===== src/rtl/mips_pkg.sv =====
// Constants shared by the hazard/forwarding unit and the EX-stage operand muxes.
// The forward-select encoding here is what the EX mux decode expects.
package mips_pkg;

  localparam int REG_W_DEF = 5;
  localparam int N_STG_DEF = 3;

  // Forward-select encoding: 0 is the register file, FWD_STG0 + i is stage i.
  localparam int FWD_RF   = 0;
  localparam int FWD_STG0 = 1;

  function automatic int md_cnt_width(input int lat);
    return (lat < 1) ? 1 : $clog2(lat + 1);
  endfunction

endpackage


===== src/rtl/hazard_forward_unit_if.sv =====
// Decode/execute/downstream-stage signals seen by the hazard and forwarding unit.
// The pipeline drives through master; the unit attaches through slave.
interface hazard_forward_unit_if #(
  parameter int REG_W = mips_pkg::REG_W_DEF,
  parameter int N_STG = mips_pkg::N_STG_DEF,
  parameter int SEL_W = 2,
  parameter int CNT_W = 32
);

  logic [REG_W-1:0]       id_rs;
  logic [REG_W-1:0]       id_rt;
  logic                   id_uses_rs;
  logic                   id_uses_rt;
  logic                   id_is_md;
  logic                   id_reads_hilo;
  logic [REG_W-1:0]       ex_rs;
  logic [REG_W-1:0]       ex_rt;
  logic [REG_W-1:0]       ex_rd;
  logic                   ex_wb;
  logic                   ex_is_load;
  logic [N_STG*REG_W-1:0] stg_rd;
  logic [N_STG-1:0]       stg_wb;
  logic                   flush;
  logic [SEL_W-1:0]       forward_a;
  logic [SEL_W-1:0]       forward_b;
  logic                   stall;
  logic                   bubble;
  logic                   md_busy;
  logic [CNT_W-1:0]       stall_count;

  modport master (
    output id_rs, id_rt, id_uses_rs, id_uses_rt, id_is_md, id_reads_hilo,
    output ex_rs, ex_rt, ex_rd, ex_wb, ex_is_load, stg_rd, stg_wb, flush,
    input  forward_a, forward_b, stall, bubble, md_busy, stall_count
  );

  modport slave (
    input  id_rs, id_rt, id_uses_rs, id_uses_rt, id_is_md, id_reads_hilo,
    input  ex_rs, ex_rt, ex_rd, ex_wb, ex_is_load, stg_rd, stg_wb, flush,
    output forward_a, forward_b, stall, bubble, md_busy, stall_count
  );

endinterface


===== src/rtl/fwd_sel.sv =====
// Priority matcher choosing the youngest downstream stage that writes src.
// One instance per operand keeps the A and B paths structurally identical.
module fwd_sel
  import mips_pkg::*;
#(
  parameter int REG_W = REG_W_DEF,
  parameter int N_STG = N_STG_DEF,
  parameter int SEL_W = 2
) (
  input  logic [REG_W-1:0]       src,
  input  logic [N_STG*REG_W-1:0] stg_rd,
  input  logic [N_STG-1:0]       stg_wb,
  output logic [SEL_W-1:0]       sel
);

  // NOTE: sel gets its default before the loop so this block can never infer a latch.
  always_comb begin
    sel = SEL_W'(FWD_RF);
    // Scan oldest to youngest so the youngest match is the last assignment.
    for (int i = N_STG - 1; i >= 0; i--) begin
      if (stg_wb[i] && (stg_rd[i*REG_W +: REG_W] != '0) &&
          (stg_rd[i*REG_W +: REG_W] == src)) begin
        sel = SEL_W'(FWD_STG0 + i);
      end
    end
  end

endmodule


===== src/rtl/hazard_forward_unit.sv =====
// Operand bypass selection, load-use and mult/div hazard control for the ID/EX
// boundary, plus a saturating count of stalled cycles.
module hazard_forward_unit
  import mips_pkg::*;
#(
  parameter int REG_W  = REG_W_DEF,
  parameter int N_STG  = N_STG_DEF,
  parameter int SEL_W  = 2,
  parameter int MD_LAT = 4,
  parameter int CNT_W  = 32
) (
  input logic                  clk,
  input logic                  reset,
  hazard_forward_unit_if.slave bus
);

  localparam int MD_W = md_cnt_width(MD_LAT);

  logic [MD_W-1:0]  md_cnt;
  logic [CNT_W-1:0] stall_cnt;
  logic             lu;
  logic             md_busy;
  logic             md_hz;
  logic             stall;
  logic             md_issue;

  fwd_sel #(.REG_W(REG_W), .N_STG(N_STG), .SEL_W(SEL_W)) u_fwd_a (
    .src    (bus.ex_rs),
    .stg_rd (bus.stg_rd),
    .stg_wb (bus.stg_wb),
    .sel    (bus.forward_a)
  );

  fwd_sel #(.REG_W(REG_W), .N_STG(N_STG), .SEL_W(SEL_W)) u_fwd_b (
    .src    (bus.ex_rt),
    .stg_rd (bus.stg_rd),
    .stg_wb (bus.stg_wb),
    .sel    (bus.forward_b)
  );

  // A load in ID/EX cannot be bypassed to the instruction right behind it.
  assign lu = bus.ex_is_load && bus.ex_wb && (bus.ex_rd != '0) &&
              ((bus.id_uses_rs && (bus.id_rs == bus.ex_rd)) ||
               (bus.id_uses_rt && (bus.id_rt == bus.ex_rd)));

  assign md_busy  = (md_cnt != '0);
  assign md_hz    = md_busy && (bus.id_reads_hilo || bus.id_is_md);
  assign stall    = !bus.flush && (lu || md_hz);
  assign md_issue = bus.id_is_md && !stall && !bus.flush;

  assign bus.stall       = stall;
  assign bus.bubble      = stall || bus.flush;
  assign bus.md_busy     = md_busy;
  assign bus.stall_count = stall_cnt;

  // NOTE: state uses <= so every flop samples pre-edge values regardless of block order.
  // Flush leaves an in-flight operation counting; only reset abandons it.
  always_ff @(posedge clk or posedge reset) begin
    if (reset) begin
      md_cnt <= '0;
    end else if (md_issue) begin
      md_cnt <= MD_W'(MD_LAT);
    end else if (md_cnt != '0) begin
      md_cnt <= md_cnt - MD_W'(1);
    end
  end

  always_ff @(posedge clk or posedge reset) begin
    if (reset) begin
      stall_cnt <= '0;
    end else if (stall && (stall_cnt != '1)) begin
      stall_cnt <= stall_cnt + CNT_W'(1);
    end
  end

endmodule


===== src/flat_wrapper.sv =====
// flat-port wrapper written by rule: the top's interface ports become plain ports
module hazard_forward_unit_flat import mips_pkg::*;
#(
  parameter int REG_W  = REG_W_DEF,
  parameter int N_STG  = N_STG_DEF,
  parameter int SEL_W  = 2,
  parameter int MD_LAT = 4,
  parameter int CNT_W  = 32
)
  (clk, reset, bus_id_rs, bus_id_rt, bus_id_uses_rs, bus_id_uses_rt, bus_id_is_md, bus_id_reads_hilo, bus_ex_rs, bus_ex_rt, bus_ex_rd, bus_ex_wb, bus_ex_is_load, bus_stg_rd, bus_stg_wb, bus_flush, bus_forward_a, bus_forward_b, bus_stall, bus_bubble, bus_md_busy, bus_stall_count);
  hazard_forward_unit_if #(.REG_W(REG_W), .N_STG(N_STG), .SEL_W(SEL_W), .CNT_W(CNT_W)) bus_i ();
  input logic clk;
  input logic reset;
  input wire logic [$bits(bus_i.id_rs)-1:0] bus_id_rs;
  input wire logic [$bits(bus_i.id_rt)-1:0] bus_id_rt;
  input wire logic [$bits(bus_i.id_uses_rs)-1:0] bus_id_uses_rs;
  input wire logic [$bits(bus_i.id_uses_rt)-1:0] bus_id_uses_rt;
  input wire logic [$bits(bus_i.id_is_md)-1:0] bus_id_is_md;
  input wire logic [$bits(bus_i.id_reads_hilo)-1:0] bus_id_reads_hilo;
  input wire logic [$bits(bus_i.ex_rs)-1:0] bus_ex_rs;
  input wire logic [$bits(bus_i.ex_rt)-1:0] bus_ex_rt;
  input wire logic [$bits(bus_i.ex_rd)-1:0] bus_ex_rd;
  input wire logic [$bits(bus_i.ex_wb)-1:0] bus_ex_wb;
  input wire logic [$bits(bus_i.ex_is_load)-1:0] bus_ex_is_load;
  input wire logic [$bits(bus_i.stg_rd)-1:0] bus_stg_rd;
  input wire logic [$bits(bus_i.stg_wb)-1:0] bus_stg_wb;
  input wire logic [$bits(bus_i.flush)-1:0] bus_flush;
  output wire logic [$bits(bus_i.forward_a)-1:0] bus_forward_a;
  output wire logic [$bits(bus_i.forward_b)-1:0] bus_forward_b;
  output wire logic [$bits(bus_i.stall)-1:0] bus_stall;
  output wire logic [$bits(bus_i.bubble)-1:0] bus_bubble;
  output wire logic [$bits(bus_i.md_busy)-1:0] bus_md_busy;
  output wire logic [$bits(bus_i.stall_count)-1:0] bus_stall_count;
  assign bus_i.id_rs = bus_id_rs;
  assign bus_i.id_rt = bus_id_rt;
  assign bus_i.id_uses_rs = bus_id_uses_rs;
  assign bus_i.id_uses_rt = bus_id_uses_rt;
  assign bus_i.id_is_md = bus_id_is_md;
  assign bus_i.id_reads_hilo = bus_id_reads_hilo;
  assign bus_i.ex_rs = bus_ex_rs;
  assign bus_i.ex_rt = bus_ex_rt;
  assign bus_i.ex_rd = bus_ex_rd;
  assign bus_i.ex_wb = bus_ex_wb;
  assign bus_i.ex_is_load = bus_ex_is_load;
  assign bus_i.stg_rd = bus_stg_rd;
  assign bus_i.stg_wb = bus_stg_wb;
  assign bus_i.flush = bus_flush;
  assign bus_forward_a = bus_i.forward_a;
  assign bus_forward_b = bus_i.forward_b;
  assign bus_stall = bus_i.stall;
  assign bus_bubble = bus_i.bubble;
  assign bus_md_busy = bus_i.md_busy;
  assign bus_stall_count = bus_i.stall_count;
  hazard_forward_unit #(.REG_W(REG_W), .N_STG(N_STG), .SEL_W(SEL_W), .MD_LAT(MD_LAT), .CNT_W(CNT_W)) u_core (.clk(clk), .reset(reset), .bus(bus_i));
endmodule

===== config.mk =====
export PLATFORM = sky130hd
export DESIGN_NAME = hazard_forward_unit_flat
export DESIGN_NICKNAME = d
export VERILOG_FILES = /design/src/rtl/mips_pkg.sv /design/src/rtl/hazard_forward_unit_if.sv /design/src/rtl/fwd_sel.sv /design/src/rtl/hazard_forward_unit.sv /design/src/flat_wrapper.sv
export SDC_FILE = /design/constraint.sdc
export NUM_CORES = 1
export LEC_CHECK = 0
export CELL_PAD_IN_SITES_DETAIL_PLACEMENT = 0
export CELL_PAD_IN_SITES_GLOBAL_PLACEMENT = 1
export CORE_MARGIN = 4
export CORE_UTILIZATION = 35
export DETAILED_ROUTE_END_ITERATION = 12
export PLACE_DENSITY = 0.95
export RECOVER_POWER = 100
export SYNTH_ARGS = -nofsm -noshare
export SYNTH_HDL_FRONTEND = slang
export SYNTH_SLANG_ARGS = --single-unit

===== constraint.sdc =====
create_clock -name clk -period 4.9 [get_ports clk]
set_clock_uncertainty 0.15 [all_clocks]
set_input_delay 0.49 -clock clk [delete_from_list [all_inputs] [get_ports clk]]
set_output_delay 0.49 -clock clk [all_outputs]
set_load 0.02 [all_outputs]

==> flow_metrics.env <==
export IMPL_status="finished, violations left"
export IMPL_violations="capacitance limit, slew limit"
export IMPL_syn_area_per_cell_um2=9.78
export IMPL_die_w_um=89.9
export IMPL_cp_depth=7
export IMPL_path_clk_slew_ns=0.08
export IMPL_arrival_ns=3.67
export IMPL_ys_top_cells_by_count="56 x xnor2_1, 35 x dfrtp_1, 19 x nand4_1"
export IMPL_crit_start="bus_ex_rd[1]"
export IMPL_path_cells="dlygate4sd3_1 -> xnor2_1 -> nand4_1 -> o221ai_1 -> nor3b_1 -> nand4_1 -> xnor2_1"
export IMPL_reg2reg_slack_ns=1.58
export IMPL_areaGrowthSynthToFinish_pct=45.7
export IMPL_pwr_density_cell_nw_per_um2=281
export IMPL_rsz0062_at_grt="no"
export IMPL_core_rowCount=29
export IMPL_slowest_delay_ns=1.43
export IMPL_gr_total_overflow=0
export IMPL_r2r_start="u_core.md_cnt[0]$_DFFE_PP0P_"
export IMPL_cts_buffers_inserted=5
export IMPL_syn_inst=240
export IMPL_yosysMostFrequentCell="xnor2_1"
export IMPL_hold_start="u_core.bus.stall_count[30]$_DFFE_PP0P_"
export IMPL_grt_pass1_vias=2319
export IMPL_hold_path_cell_count=1
export IMPL_cts_root_buf="clkbuf_8"
export IMPL_end_kind="flip-flop"
export IMPL_slew_violations=52
export IMPL_synth_top_area_share_pct=37.3
export IMPL_ys_ff_latch=35
export IMPL_netlist_top_cells_area="dfrtp_1 37%, xnor2_1 21%, xor2_1 5.2%"
export IMPL_p_switching_mw=0.319
export IMPL_fin_tns_setup_ns=0
export IMPL_cp_num_buf_inv=1
export IMPL_synth_fp_nets=295
export IMPL_ys_async_sr_fraction_pct=100
export IMPL_drt_wl_total_um=6550
export IMPL_initial_core_util_pct=36.5
export IMPL_p_leak_nw=1.42
export IMPL_ys_warn_count=0
export IMPL_swShare_pct=33.2
export IMPL_pre_cts_ws_ns=1.51
export IMPL_rr_endpoint="u_core.bus.stall_count[15]$_DFFE_PP0P_"
export IMPL_cts_tree="done"
export IMPL_grt_pass1_wl_um=11400
export IMPL_core_region_area_um2=6420
export IMPL_via_per_inst=5.23
export IMPL_hold_path_class="reg2reg"
export IMPL_worst_pin_slew_ns=1.87
export IMPL_nFillCells=579
export IMPL_finalCriticalPeriod_ns=3.61
export IMPL_max_cap_violations=2
export IMPL_fin_nets=391
export IMPL_hold_viol_final=0
export IMPL_ctsLongestPathBuffers=2
export IMPL_fin_crit_sh_pct=73.7
export IMPL_drc=0
export IMPL_pwr_share_clk_pct=28.2
export IMPL_setup_violations=0
export IMPL_ys_flop_type="dfrtp_1"
export IMPL_hpwl_um=5190
export IMPL_fp_dieH_um=89.9
export IMPL_synth_area_um2=2350
export IMPL_rr_worst_depth=9
export IMPL_pwr_share_seq_pct=38.3
export IMPL_drt_iter0_markers=103
export IMPL_io_buffers=90
export IMPL_cts_max_level=2
export IMPL_grt_max_degree=36
export IMPL_start_kind="input port"
export IMPL_holdWs_ns=0.348
export IMPL_gp_congestion=0.857
export IMPL_avgRoutedWirePerCell_um=15.8
export IMPL_vdd_drop_max_uv=212
export IMPL_antenna_found_initial=0
export IMPL_hold_end="u_core.bus.stall_count[30]$_DFFE_PP0P_"
export IMPL_synth_area_leader_cell="dfrtp_1"
export IMPL_clk_latency_ns=0.30
export IMPL_synth_edf_count=0
export IMPL_ctsResizeCount=0
export IMPL_ant_nets=0
export IMPL_power_frac_comb_pct=33.5
export IMPL_maxSlewHeadroom_pct=-24.6
export IMPL_drive_gt1_share_pct=3.86
export IMPL_vias=2165
export IMPL_antenna_cells=0
export IMPL_clock_sinks=35
export IMPL_p_int_mw=0.640
export IMPL_io_pins=91
export IMPL_hold_buffers=0
export IMPL_netlist_cell_type_count=40
export IMPL_crit_family="simple AND/OR/NAND/NOR gates"
export IMPL_fin_ws_ns=1.29
export IMPL_cp_data_required_time_ns=4.96
export IMPL_cp_max_fo=15
export IMPL_dieArea_um2=8080
export IMPL_critPathKind="in2reg"
export IMPL_track_usage_pct=16.9
export IMPL_drt_pass1_iterations=4
export IMPL_clock_fmax_ghz=0.277
export IMPL_post_cts_buffers=0
export IMPL_ys_seq_area_share_pct=37.3
export IMPL_slowest_stage="nor3b_1"
cell type report:
cell class,count,area [µm²],area share [%]
multi-input cells,197,1400,41.0
repair buffers,92,908,26.6
flip-flops and latches,35,876,25.6
well taps,77,96.3,2.82
clock buffers,5,68.8,2.01
clock inverters,3,47.5,1.39
inverters,5,18.8,0.549
power by group through the flow:
stage / clock network [mW] / registers, mW / logic, mW
after detailed placement: 0 / 0.372 / 0.341
final: 0.271 / 0.368 / 0.321
after global placement: 0 / 0.371 / 0.331
after CTS: 0.273 / 0.367 / 0.343
after floorplan: 0 / 0.391 / 0.170
after global routing: 0.287 / 0.374 / 0.355
per-stage QoR:
stage	power (mW)	util, %	area [µm²]	std cells
6_report	0.959	53.2	3420	414
5_1_grt	1.02	53.2	3420	414
4_1_cts	0.983	53.8	3450	414
3_5_place_dp	0.713	52.0	3340	406
3_3_place_gp	0.702	52.0	3340	406
2_1_floorplan	0.562	-	2350	240
registers in the layout, summed over array words and instances, names as in the netlist:
| signal | flops |
|---|---|
| u_core.bus.stall_count | 32 |
| u_core.md_cnt | 3 |
metal layers:
layer / wire, µm / track usage [%]
met5: 0 / 0
met4: 106 / 5.74
met3: 415 / 4.17
met2: 3110 / 27.8
met1: 2920 / 21.7
cells in the final DEF (no fill, tap or decap), types with 3 or more instances in the layout:
cell type        instances
xnor2_1                 56
o21ai_0                  6
nand3_1                 17
and4_1                   5
and2_1                   3
dlygate4sd3_1           41
clkbuf_8                 5
or4_1                    5
ha_1                     3
or3_1                    3
nor2_1                   9
dfrtp_1                 35
xor2_1                  14
nand4_1                 19
clkdlybuf4s50_1         49
nand2_1                 15
and3_1                   8
inv_1                    5
nor4_1                   5
worst max path at each step:
stage | endpoint
detailed placement | bus_forward_b[0]
floorplan | bus_forward_a[0]
finish | u_core.bus.stall_count[15]$_DFFE_PP0P_
CTS | bus_forward_b[0]
global route | u_core.bus.stall_count[13]$_DFFE_PP0P_
global placement | bus_forward_a[0]
kinds of logic after synthesis:
logic type / count (synthesis) / share of synthesized area, %
and+or+nand+nor: 104 / 26.9
xor gates and xnor gates: 70 / 26.1
DFF: 35 / 37.3
AOI/OAI and AO/OA: 18 / 5.44
buffers and inverters: 8 / 1.65
adders and majority gates: 3 / 1.60
muxes: 2 / 0.960
Note: power is estimated with default switching activity, not from simulation.
==> patch 1: new RTL, config.mk and constraints unchanged <==
Reset style: synchronous (`reset`), changed in 2 clocked blocks.
--- a/src/rtl/hazard_forward_unit.sv
+++ b/src/rtl/hazard_forward_unit.sv
@@ -55,7 +55,7 @@
 
   // NOTE: state uses <= so every flop samples pre-edge values regardless of block order.
   // Flush leaves an in-flight operation counting; only reset abandons it.
-  always_ff @(posedge clk or posedge reset) begin
+  always_ff @(posedge clk) begin
     if (reset) begin
       md_cnt <= '0;
     end else if (md_issue) begin
@@ -65,7 +65,7 @@
     end
   end
 
-  always_ff @(posedge clk or posedge reset) begin
+  always_ff @(posedge clk) begin
     if (reset) begin
       stall_cnt <= '0;
     end else if (stall && (stall_cnt != '1)) begin
Function: differs if reset is asserted again (counterexample within 4 cycles, from zero or initial values and one cycle with reset high); with reset held inactive, the same outputs for 10 cycles.
==> patch 1 against the unedited design <==
  * Synthesized area fell by 1.1%
  * Cell area fell by 1.1%
  * Worst setup slack improved by 92 ps
  * Hold slack got worse by 12 ps
  * Maximum frequency rose by 2.6%
  * Utilization fell by 0.27 points
  * Power fell by 16%
  * Wire length fell by 2.6%
  * Sequential power fell by 17%
  * Non-clock buffer count rose by 1
  * Sequential cell count did not move
  * Critical endpoint is now bus_forward_a[0]
  * Largest cell class unchanged
  * Largest power group unchanged
  * Highest routed layer unchanged
==> patch 1: results (changes against the unedited design) <==
status finished, final reports clean (was complete, but fails checks); GR met1 Demand/Resource 18.88% (was 21.68%); WL met1 2.606 mm (was 2.920 mm); Seq cells 35 (unchanged); maximum number of pins on one net before global-route repair 39 (was 36); routed via count divided by cell count 5.356 (was 5.229); leakage 1.186 nW (was 1.417 nW); placed wire-length estimate 5.030 mm (was 5.189 mm); initial drt markers 117 (was 103); critical path's top delay family buffers and inverters (was simple AND/OR/NAND/NOR gates); worst-case vdd ir drop 0.1276 mV (was 0.2115 mV); average wire per standard cell 13.93 um (was 15.82 um); fraction of layout instances using a drive strength above 1 3.412% (was 3.858%); met3 track utilization from global routing 4.608% (was 4.174%); origin of the worst min-delay path u_core.md_cnt[1] (was u_core.bus.stall_count[30]); net switching power figure 0.2380 mW (was 0.3189 mW); endpoint of the worst hold-timing path u_core.md_cnt[1] (was u_core.bus.stall_count[30]); Pwr Total 0.8067 mW (was 0.9593 mW); final design utilization 52.94% (was 53.20%); Core ar. 6386 sq um (was 6422 sq um); prevailing post-synth register cell dfxtp_1 (was dfrtp_1); pre-CTS setup slack 1282 ps (was 1512 ps); worst reg2reg setup slack 1400 ps (was 1580 ps); synth cell count leaders dfxtp_1 (35), xnor2_1 (30), a21oi_1 (29), or3_1 (28), nand3_1 (21) (was xnor2_1 (56), dfrtp_1 (35), nand4_1 (19), nand3_1 (17), nand2_1 (15)); RD Place Congestion 0.8886 (was 0.8574); sequential share of power 37.7% (was 38.3%); CP Data Arrival Time 2880 ps (was 3670 ps); count of multi-input gates 238 (was 197); Nets 436 (was 391); Seq/total area 20.73% (was 25.63%); number of placed instances, taps included 450 (was 406); clock tree buffer count of the final layout 6 (was 5); # Max-Cap Violations 0 (was 2); grt met2 use 27.86% (was 27.76%); top cells by area, synth dfxtp_1 (30%), xnor2_1 (11%), or3_1 (7.5%) (was dfrtp_1 (37%), xnor2_1 (21%), xor2_1 (5.2%)); number of global-route vias before repair 2294 (was 2319); Critical Path Max Stage Delay 710 ps (was 1430 ps); global-route wire length before repair 10.27 mm (was 11.41 mm); count of plain and timing-repair buffers in the layout 93 (was 92); clock network fraction of total power 33.4% (was 28.2%); async set or reset register ratio after synthesis 0% (was 100.0%); share of synthesized area occupied by flip-flops and latches 30.19% (was 37.33%); non-clock buffer share of cell area 27.09% (was 26.58%); worst r2r src u_core.bus.stall_count[0] (was u_core.md_cnt[0])
-- patch 1: worst max path at each step --
| stage | slack [ps] | startpoint | endpoint | cells after the start |
|---|---|---|---|---|
| 2_1_floorplan | 2420 | bus_stg_rd[6] | bus_forward_a[0] | 4 |
| 3_3_place_gp | 1370 | bus_ex_rd[1] | u_core.bus.stall_count[21] | 8 |
| 3_5_place_dp | 1280 | bus_ex_rd[1] | u_core.bus.stall_count[22] | 8 |
| 4_1_cts | 1460 | bus_stg_rd[6] | bus_forward_a[0] | 6 |
| 5_1_grt | 970 | u_core.bus.stall_count[0] | u_core.bus.stall_count[20] | 8 |
| 6_report | 1380 | bus_stg_rd[6] | bus_forward_a[0] | 6 |
-- patch 1: kinds of logic after synthesis --
| family | share of synthesized area, % |
|---|---|
| AO/OA/AOI/OAI | 17.09 |
| XOR/XNOR | 16.23 |
| adder cells (fa/ha/maj) | 2.156 |
| buffers and inverters | 3.126 |
| flip-flops | 30.19 |
| multiplexers | 0.9164 |
| AND/OR/NAND/NOR | 30.30 |
==> patch 2: new RTL, same flow settings <==
Made on the original files. `MD_LAT` is set to 4 in 2 places; all go to 3.
--- a/src/rtl/hazard_forward_unit.sv
+++ b/src/rtl/hazard_forward_unit.sv
@@ -6,7 +6,7 @@
   parameter int REG_W  = REG_W_DEF,
   parameter int N_STG  = N_STG_DEF,
   parameter int SEL_W  = 2,
-  parameter int MD_LAT = 4,
+  parameter int MD_LAT = 3,
   parameter int CNT_W  = 32
 ) (
   input logic                  clk,
--- a/src/flat_wrapper.sv
+++ b/src/flat_wrapper.sv
@@ -4,7 +4,7 @@
   parameter int REG_W  = REG_W_DEF,
   parameter int N_STG  = N_STG_DEF,
   parameter int SEL_W  = 2,
-  parameter int MD_LAT = 4,
+  parameter int MD_LAT = 3,
   parameter int CNT_W  = 32
 )
   (clk, reset, bus_id_rs, bus_id_rt, bus_id_uses_rs, bus_id_uses_rt, bus_id_is_md, bus_id_reads_hilo, bus_ex_rs, bus_ex_rt, bus_ex_rd, bus_ex_wb, bus_ex_is_load, bus_stg_rd, bus_stg_wb, bus_flush, bus_forward_a, bus_forward_b, bus_stall, bus_bubble, bus_md_busy, bus_stall_count);
Function: changed (a bounded check fails within 10 cycles, from zero or initial values and one cycle with reset high).
==> patch 2 against the unedited design <==
  * The run still ends with max-capacitance violations, max-slew violations left
  * Die area down 3.5%
  * Register-to-register slack improved by 500 ps
  * Sequential share of layout area about the same
  * Worst setup slack gained 190 ps
  * Wire length is 9.0% lower
  * Sequential cell count shrank 1
  * Cell area is 3.0% lower
  * Power decreased by 11%
  * Count of clock-buffer cells in the layout increased by 2
  * Synthesized area decreased by 3.8%
  * Synthesized cell count grew 0.83%
  * Highest routed layer unchanged
==> patch 2: results (changes against the unedited design) <==
status complete, but fails checks (unchanged); failing checks max-capacitance violations, max-slew violations (unchanged); power in the clock group 0.210 mW (was 0.271 mW); All-Layer GR Usage 15.63% (was 16.86%); RD Place Congestion 0.8303 (was 0.8574); GR met1 Demand/Resource 20.22% (was 21.68%); Critical Path End bus_stall (was u_core.bus.stall_count[15]); Worst-path clk slew 60 ps (was 80 ps); xor and xnor area share after synthesis 27.55% (was 26.13%); worst-case vdd ir drop 0.1610 mV (was 0.2115 mV); Worst Setup End Kind output pin (was register); area fraction in compound gates after synthesis 4.712% (was 5.440%); wire length on met2 2.898 mm (was 3.108 mm); net switching power figure 0.2804 mW (was 0.3189 mW); fill count 577 (was 579); adder and majority gate portion of the synthesized area 1.109% (was 1.600%); reg-to-reg endpoint u_core.bus.stall_count[31] (was u_core.bus.stall_count[15]); # Max-Cap Violations 1 (was 2); max-slew violations 35 (was 52); share of synthesized area occupied by flip-flops and latches 37.69% (was 37.33%); average wire per standard cell 14.47 um (was 15.82 um); WL met1 2.596 mm (was 2.920 mm); origin of the worst min-delay path u_core.bus.stall_count[5] (was u_core.bus.stall_count[30]); Worst Path Max Fanout 3 (was 15); Netlist cell types 38 (was 40); post-synthesis net count 296 (was 295); Pwr Total 0.8524 mW (was 0.9593 mW); final critical-path required period 3418 ps (was 3612 ps); cell at the slowest stage of the critical path dlygate4sd3_1 (was nor3b_1); routed via count divided by cell count 5.097 (was 5.229); Critical Path Max Stage Delay 640 ps (was 1430 ps); top cells by area, synth dfrtp_1 (38%), xnor2_1 (15%), xor2_1 (13%) (was dfrtp_1 (37%), xnor2_1 (21%), xor2_1 (5.2%)); sum of met3 wire segment lengths after detailed routing 430 um (was 415 um); number of global-route vias before repair 2071 (was 2319); maximum number of pins on one net before global-route repair 35 (was 36); global-route wire length before repair 9.611 mm (was 11.41 mm)
## patch 2: cell types whose count changed after synthesis, sizes merged, moves of 3 or more
cell / unedited run / this run
and3: 8 / 2
and4: 6 / 3
inv: 5 / 10
nand2: 15 / 21
nand4: 19 / 5
nor3: 2 / 17
nor4: 5 / 12
xnor2: 56 / 38
xor2: 14 / 33
## patch 2: area by class of cell
cell class | instances | area share [%]
clock buffers | 7 | 2.604
clock inverters | 1 | 0.1509
inverters | 10 | 1.132
multi-input cells | 194 | 40.34
flip-flops and latches | 34 | 25.66
well taps | 75 | 2.830
repair buffers | 91 | 27.28
## patch 2: per-stage QoR
| stage | instances | instance area [sq um] | utilization, % |
|---|---|---|---|
| 6_report | 412 | 3316 | 54.39 |
| 5_1_grt | 412 | 3316 | 54.39 |
| 2_1_floorplan | 242 | 2257 | - |
| 3_5_place_dp | 404 | 3242 | 53.18 |
| 4_1_cts | 412 | 3333 | 54.68 |
| 3_3_place_gp | 404 | 3242 | 53.18 |
